[config.mk]
export PLATFORM = sky130hd
export DESIGN_NAME = mips_wb_trace_flat
export DESIGN_NICKNAME = d
export VERILOG_FILES = /design/src/rtl/mips_wb_trace_pkg.sv /design/src/rtl/mips_wb_trace_if.sv /design/src/rtl/mips_wb_trace_fifo.sv /design/src/rtl/mips_wb_trace.sv /design/src/flat_wrapper.sv
export SDC_FILE = /design/constraint.sdc
export NUM_CORES = 2
export LEC_CHECK = 0
export ABC_AREA = 1
export BUFFER_PORTS_ARGS = -buffer_cell sky130_fd_sc_hd__buf_2
export CAP_MARGIN = 10
export CORE_ASPECT_RATIO = 1.4
export CORE_MARGIN = 5
export CORE_UTILIZATION = 46
export CTS_BUF_LIST = sky130_fd_sc_hd__clkbuf_4 sky130_fd_sc_hd__clkbuf_8 sky130_fd_sc_hd__clkbuf_16
export DETAILED_ROUTE_END_ITERATION = 6
export PLACE_DENSITY = 0.6
export SLEW_MARGIN = 0
export SYNTH_ARGS = -nofsm -noshare
export SYNTH_HDL_FRONTEND = slang
export SYNTH_SLANG_ARGS = --single-unit
[constraint.sdc]
create_clock -name clk -period 8.4 [get_ports clk]
set_clock_uncertainty 0.15 [all_clocks]
set_input_delay 1.68 -clock clk [delete_from_list [all_inputs] [get_ports clk]]
set_output_delay 1.68 -clock clk [all_outputs]
set_load 0.01 [all_outputs]
[src/rtl/mips_wb_trace_pkg.sv]
// Shared types and record layout for the MIPS write-back trace buffer.
// A trace record packs {kind, pc, addr, data} into one REC_W-bit FIFO word.
package trace_pkg;

    localparam logic KIND_GRF = 1'b0;
    localparam logic KIND_DM  = 1'b1;

    localparam int unsigned REC_W = 97;

    // Field offsets (LSB position) within the packed record
    localparam int unsigned DATA_LSB = 0;
    localparam int unsigned ADDR_LSB = 32;
    localparam int unsigned PC_LSB   = 64;
    localparam int unsigned KIND_LSB = 96;

    typedef struct packed {
        logic        kind;
        logic [31:0] pc;
        logic [31:0] addr;
        logic [31:0] data;
    } trace_rec_t;

    function automatic logic [REC_W-1:0] pack_rec(input logic kind, input logic [31:0] pc,
                                                  input logic [31:0] addr,
                                                  input logic [31:0] data);
        trace_rec_t r;
        r.kind = kind;
        r.pc   = pc;
        r.addr = addr;
        r.data = data;
        return r;
    endfunction

endpackage

[src/rtl/mips_wb_trace_if.sv]
// Bundle of core write-event taps and the trace output stream.
// The trace block uses the slave modport; the core/consumer side uses master.
interface mips_wb_trace_if #(
    parameter int unsigned DEPTH = 16,
    parameter int unsigned CNT_W = 16
);
    localparam int unsigned CW = $clog2(DEPTH) + 1;

    logic             grf_we;
    logic [4:0]       grf_addr;
    logic [31:0]      grf_wdata;
    logic             dm_we;
    logic [31:0]      dm_addr;
    logic [31:0]      dm_wdata;
    logic [31:0]      pc;

    logic             out_valid;
    logic             out_ready;
    logic             out_kind;
    logic [31:0]      out_pc;
    logic [31:0]      out_addr;
    logic [31:0]      out_data;
    logic [CW-1:0]    count;
    logic             overflow;
    logic [CNT_W-1:0] dropped;

    modport slave (
        input  grf_we, grf_addr, grf_wdata, dm_we, dm_addr, dm_wdata, pc, out_ready,
        output out_valid, out_kind, out_pc, out_addr, out_data, count, overflow, dropped
    );

    modport master (
        output grf_we, grf_addr, grf_wdata, dm_we, dm_addr, dm_wdata, pc, out_ready,
        input  out_valid, out_kind, out_pc, out_addr, out_data, count, overflow, dropped
    );

endinterface

[src/rtl/mips_wb_trace_fifo.sv]
// Synchronous first-word-fall-through FIFO with a registered head word.
// Occupancy is held in an explicit counter; pointers simply wrap.
module trace_fifo #(
    parameter int unsigned WIDTH = 97,
    parameter int unsigned DEPTH = 16
) (
    input  logic                       clk,
    input  logic                       reset,
    input  logic                       push,
    input  logic                       pop,
    input  logic [WIDTH-1:0]           din,
    output logic [WIDTH-1:0]           dout,
    output logic                       full,
    output logic                       empty,
    output logic [$clog2(DEPTH):0]     count
);
    localparam int unsigned AW = $clog2(DEPTH);
    localparam int unsigned CW = AW + 1;

    logic [WIDTH-1:0] mem [DEPTH];
    logic [AW-1:0]    wr_q, wr_d, rd_q, rd_d;
    logic [CW-1:0]    cnt_q, cnt_d;
    logic [WIDTH-1:0] head_q, head_d;
    logic             do_push, do_pop;

    assign empty   = (cnt_q == '0);
    assign full    = (cnt_q == CW'(DEPTH));
    assign do_pop  = pop && !empty;
    assign do_push = push && (!full || do_pop);

    always_comb begin
        wr_d   = wr_q;
        rd_d   = rd_q;
        cnt_d  = cnt_q;
        head_d = head_q;
        if (do_push) wr_d = wr_q + AW'(1);
        if (do_pop)  rd_d = rd_q + AW'(1);
        unique case ({do_push, do_pop})
            2'b10:   cnt_d = cnt_q + CW'(1);
            2'b01:   cnt_d = cnt_q - CW'(1);
            default: cnt_d = cnt_q;
        endcase
        // Next head is either the word being written this cycle or one already stored;
        // when the FIFO goes empty the head keeps the last-read word.
        if (cnt_d != '0) begin
            head_d = (do_push && (rd_d == wr_q)) ? din : mem[rd_d];
        end
    end

    always_ff @(posedge clk) begin
        if (!reset) begin
            wr_q   <= '0;
            rd_q   <= '0;
            cnt_q  <= '0;
            head_q <= '0;
        end else begin
            wr_q   <= wr_d;
            rd_q   <= rd_d;
            cnt_q  <= cnt_d;
            head_q <= head_d;
        end
    end

    always_ff @(posedge clk) begin
        if (reset && do_push) mem[wr_q] <= din;
    end

    assign dout  = head_q;
    assign count = cnt_q;

endmodule

[src/rtl/mips_wb_trace.sv]
// Captures GRF writes and DM stores from the single-cycle MIPS core into a trace FIFO.
// One event is accepted per cycle; every lost event is counted and flags overflow.
module mips_wb_trace
    import trace_pkg::*;
#(
    parameter int unsigned DEPTH = 16,
    parameter int unsigned CNT_W = 16
) (
    input  logic            clk,
    input  logic            reset,
    mips_wb_trace_if.slave  bus
);
    localparam int unsigned CW = $clog2(DEPTH) + 1;

    logic             grf_ev, dm_ev, ev;
    logic [REC_W-1:0] rec_in, rec_out;
    trace_rec_t       head;
    logic             fifo_full, fifo_empty, pop;
    logic [CW-1:0]    fifo_count;
    logic [1:0]       drop_inc;
    logic [CNT_W:0]   drop_sum;
    logic [CNT_W-1:0] dropped_q, dropped_d;
    logic             overflow_q, overflow_d;

    assign grf_ev = bus.grf_we && (bus.grf_addr != 5'd0);
    assign dm_ev  = bus.dm_we;
    assign ev     = grf_ev || dm_ev;
    assign pop    = bus.out_valid && bus.out_ready;

    assign rec_in = grf_ev ? pack_rec(KIND_GRF, bus.pc, {27'd0, bus.grf_addr}, bus.grf_wdata)
                           : pack_rec(KIND_DM, bus.pc, bus.dm_addr, bus.dm_wdata);

    trace_fifo #(
        .WIDTH(REC_W),
        .DEPTH(DEPTH)
    ) u_fifo (
        .clk   (clk),
        .reset (reset),
        .push  (ev),
        .pop   (pop),
        .din   (rec_in),
        .dout  (rec_out),
        .full  (fifo_full),
        .empty (fifo_empty),
        .count (fifo_count)
    );

    // A collision loses the DM store; a full FIFO with no pop also loses the winner.
    always_comb begin
        drop_inc   = 2'd0;
        if (grf_ev && dm_ev) drop_inc = drop_inc + 2'd1;
        if (ev && fifo_full && !pop) drop_inc = drop_inc + 2'd1;
        drop_sum   = {1'b0, dropped_q} + (CNT_W + 1)'(drop_inc);
        dropped_d  = drop_sum[CNT_W] ? '1 : drop_sum[CNT_W-1:0];
        overflow_d = overflow_q || (drop_inc != 2'd0);
    end

    always_ff @(posedge clk) begin
        if (!reset) begin
            dropped_q  <= '0;
            overflow_q <= 1'b0;
        end else begin
            dropped_q  <= dropped_d;
            overflow_q <= overflow_d;
        end
    end

    assign head          = rec_out;
    assign bus.out_valid = !fifo_empty;
    assign bus.out_kind  = head.kind;
    assign bus.out_pc    = head.pc;
    assign bus.out_addr  = head.addr;
    assign bus.out_data  = head.data;
    assign bus.count     = fifo_count;
    assign bus.overflow  = overflow_q;
    assign bus.dropped   = dropped_q;

endmodule

[src/flat_wrapper.sv]
// flat-port wrapper written by rule: the top's interface ports become plain ports
module mips_wb_trace_flat import trace_pkg::*;
#(
    parameter int unsigned DEPTH = 16,
    parameter int unsigned CNT_W = 16
)
  (clk, reset, bus_grf_we, bus_grf_addr, bus_grf_wdata, bus_dm_we, bus_dm_addr, bus_dm_wdata, bus_pc, bus_out_ready, bus_out_valid, bus_out_kind, bus_out_pc, bus_out_addr, bus_out_data, bus_count, bus_overflow, bus_dropped);
  mips_wb_trace_if #(.DEPTH(DEPTH), .CNT_W(CNT_W)) bus_i ();
  input  logic clk;
  input  logic reset;
  input wire logic [$bits(bus_i.grf_we)-1:0] bus_grf_we;
  input wire logic [$bits(bus_i.grf_addr)-1:0] bus_grf_addr;
  input wire logic [$bits(bus_i.grf_wdata)-1:0] bus_grf_wdata;
  input wire logic [$bits(bus_i.dm_we)-1:0] bus_dm_we;
  input wire logic [$bits(bus_i.dm_addr)-1:0] bus_dm_addr;
  input wire logic [$bits(bus_i.dm_wdata)-1:0] bus_dm_wdata;
  input wire logic [$bits(bus_i.pc)-1:0] bus_pc;
  input wire logic [$bits(bus_i.out_ready)-1:0] bus_out_ready;
  output wire logic [$bits(bus_i.out_valid)-1:0] bus_out_valid;
  output wire logic [$bits(bus_i.out_kind)-1:0] bus_out_kind;
  output wire logic [$bits(bus_i.out_pc)-1:0] bus_out_pc;
  output wire logic [$bits(bus_i.out_addr)-1:0] bus_out_addr;
  output wire logic [$bits(bus_i.out_data)-1:0] bus_out_data;
  output wire logic [$bits(bus_i.count)-1:0] bus_count;
  output wire logic [$bits(bus_i.overflow)-1:0] bus_overflow;
  output wire logic [$bits(bus_i.dropped)-1:0] bus_dropped;
  assign bus_i.grf_we = bus_grf_we;
  assign bus_i.grf_addr = bus_grf_addr;
  assign bus_i.grf_wdata = bus_grf_wdata;
  assign bus_i.dm_we = bus_dm_we;
  assign bus_i.dm_addr = bus_dm_addr;
  assign bus_i.dm_wdata = bus_dm_wdata;
  assign bus_i.pc = bus_pc;
  assign bus_i.out_ready = bus_out_ready;
  assign bus_out_valid = bus_i.out_valid;
  assign bus_out_kind = bus_i.out_kind;
  assign bus_out_pc = bus_i.out_pc;
  assign bus_out_addr = bus_i.out_addr;
  assign bus_out_data = bus_i.out_data;
  assign bus_count = bus_i.count;
  assign bus_overflow = bus_i.overflow;
  assign bus_dropped = bus_i.dropped;
  mips_wb_trace #(.DEPTH(DEPTH), .CNT_W(CNT_W)) u_core (.clk(clk), .reset(reset), .bus(bus_i));
endmodule
==> flow_summary_export.csv <==
group,metric,value,unit
worst_setup_path,critPathCapture,"u_core.u_fifo.dout[67]$_SDFFE_PN0P_",
cts,holdBufCountCts,0,
yosys,ys_seq_area_share,66.3,%
finish,area_growth,11.6,%
timing,fin_tns_setup,0,ps
pwr,power,32.0,mW
pwr,comb_power_share,45.6,%
cts,clkTransAtPathRegs,60,ps
cts,clock_latency,810,ps
drt,postRouteAntennaNets,0,
finish,drive_gt1_share,9.52,%
timing,relSlewSlack,16.1,%
worst_setup_path,crit_family,"simple AND/OR/NAND/NOR gates",
worst_setup_path,startpoint,"bus_grf_addr[3]",
floorplan,die_h,485,um
cts,ctsResizeCount,0,
timing,drv_slew,0,
floorplan,die_width,349,um
floorplan,coreArea,0.160,mm^2
cts,numCtsBuffers,166,
pwr,p_int,17.8,mW
timing,finalCriticalPeriod,5900,ps
cts,clockBufferDepth,3,
worst_setup_path,required,8980,ps
drt,post_drt_wl_per_cell,23.6,um
pwr,power.share.switching,44.5,%
pwr,clkPwrFrac,23.6,%
cts,postCtsSetupRepairBufs,0,
global_route,antenna_found_initial,20,
finish,final_area,0.0827,mm^2
floorplan,io_pins,258,
worst_setup_path,r2r-start,"u_core.u_fifo.count[4]$_SDFF_PN0_",
timing,worst_pin_slew,1260,ps
yosys,synthArstFlopShare,0,%
pwr,vdd_ir_drop_max,433,uV
worst_setup_path,cp.depth,17,
worst_setup_path,cp_slowest_cell,"nand3_4",
drt,vias,54931,
yosys,synth.avg_cell_area,10.1,um^2
run,drv_cap,0,
finish,nFillCells,14180,
yosys,netlist-cell-type-count,38,
floorplan,placement_rows,174,
worst_setup_path,slowest_delay,840,ps
global_route,track_usage,26.2,%
floorplan,initial_core_util,46.2,%
drt,drt_iter0_drc,6247,
worst_setup_path,worstPathArrival,6470,ps
timing,max_freq,170,MHz
yosys,synth_area,0.0741,mm^2
cts,h-tree-depth,4,
timing,period_share,70.2,%
min_path,min_path_type,"reg2reg",
worst_setup_path,start_kind,"input pin",
yosys,synth_edf_count,1552,
pwr,seq_power_share,30.7,%
yosys,yosys_warnings,0,
run_status,status,"finished clean",
worst_setup_path,crit_buf_inv,3,
yosys,ys_seq_elements,1679,
global_route,grt_pass1_wl,337000,um
yosys,syn-num-nets,7524,
worst_setup_path,rrSetupSlack,3080,ps
placed_design,dp.final_hpwl,110000,um
finish,nNetsFinal,7537,
placed_design,placed_area,0.0771,mm^2
pwr,p_leak,34.4,nW
cts,clkSinkCount,1679,
worst_setup_path,cp-end-kind,"flop",
floorplan,dieArea,0.169,mm^2
cts,cts_tree,"built",
global_route,grt_pass1_vias,52261,
worst_setup_path,crit_fanout,53,
global_route,grt-ovfl-total,0,
timing,rsz0062_at_grt,"false",
worst_setup_path,cp_cell_sequence,"buf_2 > nor3_1 > nand2_1 > nand2_4 > nand2_1 > nand2_2 > ha_1 > nor2_1 > nor2_1 > nand3_1 > nand3_1 > o21ai_0 > o22ai_4 > buf_4 > nand3_4 > buf_4 > a21oi_1",
pwr,switching_power,14.3,mW
worst_setup_path,rr_endpoint,"u_core.u_fifo.dout[95]$_SDFFE_PN0P_",
pwr,power_density,387,mW/mm^2
placed_design,gp_congestion,0.790,
worst_setup_path,crit_type,"in2reg",
drt,drc,0,
placed_design,portBuffers,257,
timing,setup_viol,0,
drt,first_pass_iters,6,
worst_setup_path,r2r_cells,15,
drt,wl,227000,um
yosys,syn_inst,7373,
drt,viasPerCell,5.69,
yosys,synth-main-ff-cell,"edfxtp_1",
global_route,grt_max_degree,204,
timing,final_hold_viol_count,0,
cts,cts_root_buffer,"clkbuf_16",
-- metrics by stage --
stage	setup WS, ps	cells	hold WS, ps	util, %
floorplan	1340	7373	320	-
global placement	1950	9330	282	48.1
detailed placement	1750	9330	300	48.1
CTS	2620	9641	317	51.5
global route	2230	9643	329	51.5
finish	2500	9651	323	51.6
-- cell usage after synthesis (3+ instances only) --
cell / instances / area, um^2
nand3_1: 1856 / 9290
nand2_1: 1817 / 6820
edfxtp_1: 1552 / 46600
inv_1: 1009 / 3790
clkbuf_1: 301 / 1130
nand4_1: 195 / 1220
dfxtp_1: 127 / 2540
buf_2: 126 / 631
a21oi_1: 112 / 561
buf_1: 80 / 300
nor2_1: 48 / 180
o21ai_0: 45 / 225
or2_2: 37 / 231
ha_1: 12 / 150
xor2_1: 11 / 96.3
xnor2_1: 5 / 43.8
buf_6: 4 / 45.0
inv_2: 4 / 15.0
o21ai_1: 4 / 20.0
nand3b_1: 3 / 22.5
nor2_2: 3 / 18.8
nor3_1: 3 / 15.0
-- how the worst min path moves through the flow --
stage / to / start / depth (start not counted)
2_1_floorplan: u_core.bus.overflow$_SDFF_PN0_ / u_core.bus.overflow$_SDFF_PN0_ / 2
3_3_place_gp: u_core.bus.overflow$_SDFF_PN0_ / u_core.bus.overflow$_SDFF_PN0_ / 2
3_5_place_dp: u_core.bus.overflow$_SDFF_PN0_ / u_core.bus.overflow$_SDFF_PN0_ / 2
4_1_cts: u_core.bus.overflow$_SDFF_PN0_ / u_core.bus.overflow$_SDFF_PN0_ / 2
5_1_grt: u_core.bus.overflow$_SDFF_PN0_ / u_core.bus.overflow$_SDFF_PN0_ / 2
6_report: u_core.bus.overflow$_SDFF_PN0_ / u_core.bus.overflow$_SDFF_PN0_ / 2
-- routing by layer --
layer / global-route usage (%) / vias up / routed length, um
met2: 41.8 / 2648 / 106000
met4: 8.21 / 18 / 6190
met3: 5.48 / 415 / 21800
met5: 0 / - / 108
met1: 36.1 / 26980 / 92900
li1: - / 24870 / -
-- layout make-up --
| class | count | area, um^2 | share of cell area, % |
|---|---|---|---|
| clock inverters | 85 | 728 | 0.880 |
| diodes | 10 | 25.0 | 0.0302 |
| inverters | 1014 | 3820 | 4.62 |
| multi-input cells | 4167 | 19300 | 23.3 |
| flip-flops and latches | 1679 | 49100 | 59.4 |
| repair buffers | 358 | 2210 | 2.67 |
| well taps | 2112 | 2640 | 3.19 |
| clock buffers | 226 | 4840 | 5.85 |
-- registers in the layout (all words and copies together), names as in the netlist --
name                 cells
u_core.u_fifo.mem     1552
u_core.u_fifo.dout      97
u_core.bus.dropped      16
u_core.u_fifo.count      5
u_core.u_fifo.rd_q       4
u_core.u_fifo.wr_q       4
u_core.bus.overflow      1
-- cells by family after synthesis --
family | count (synthesis) | share of synthesized area [%]
AOI/OAI and AO/OA | 165 | 1.13
xor gates and xnor gates | 17 | 0.211
adders and majority gates | 13 | 0.230
buffers and inverters | 1527 | 8.00
DFF | 1679 | 66.3
muxes | 2 | 0.0321
and+or+nand+nor | 3970 | 24.1
-- worst reg2reg max path, delay by kind of cell (launching register included) --
family / cells / cell delay [ps]
flip-flops: 1 / 460
buffers and inverters: 3 / 1930
AO/OA/AOI/OAI: 1 / 200
AND/OR/NAND/NOR: 11 / 2470
-- power groups by stage --
stage / Combinational [mW] / Clock, mW / Sequential [mW]
after global routing: 15.9 / 8.01 / 9.87
after floorplan: 9.45 / 0 / 10.0
final: 14.6 / 7.57 / 9.85
after global placement: 14.3 / 0 / 10.0
after detailed placement: 14.4 / 0 / 10.0
after CTS: 14.5 / 7.67 / 9.84
-- layout by cell type (no fill, tap or decap), types with 4 or more instances in the layout --
master | netlist | routed
dfxtp_1 | 127 | 127
clkbuf_4 | 0 | 40
nand4_1 | 195 | 195
buf_4 | 2 | 89
clkinv_2 | 0 | 34
nor2_1 | 48 | 31
buf_2 | 126 | 256
nand3_1 | 1856 | 1854
o21ai_0 | 45 | 45
nand2_4 | 0 | 5
or2_2 | 37 | 37
ha_1 | 12 | 12
clkbuf_16 | 0 | 176
nor2_4 | 0 | 18
nand2_1 | 1817 | 1812
diode_2 | 0 | 10
inv_6 | 0 | 4
xor2_1 | 11 | 11
a21oi_1 | 112 | 112
inv_1 | 1009 | 1009
edfxtp_1 | 1552 | 1552
bufinv_16 | 0 | 11
clkbuf_8 | 0 | 10
clkinv_1 | 1 | 31
buf_12 | 0 | 13
xnor2_1 | 5 | 5
Power figures use the tool's default switching activity.
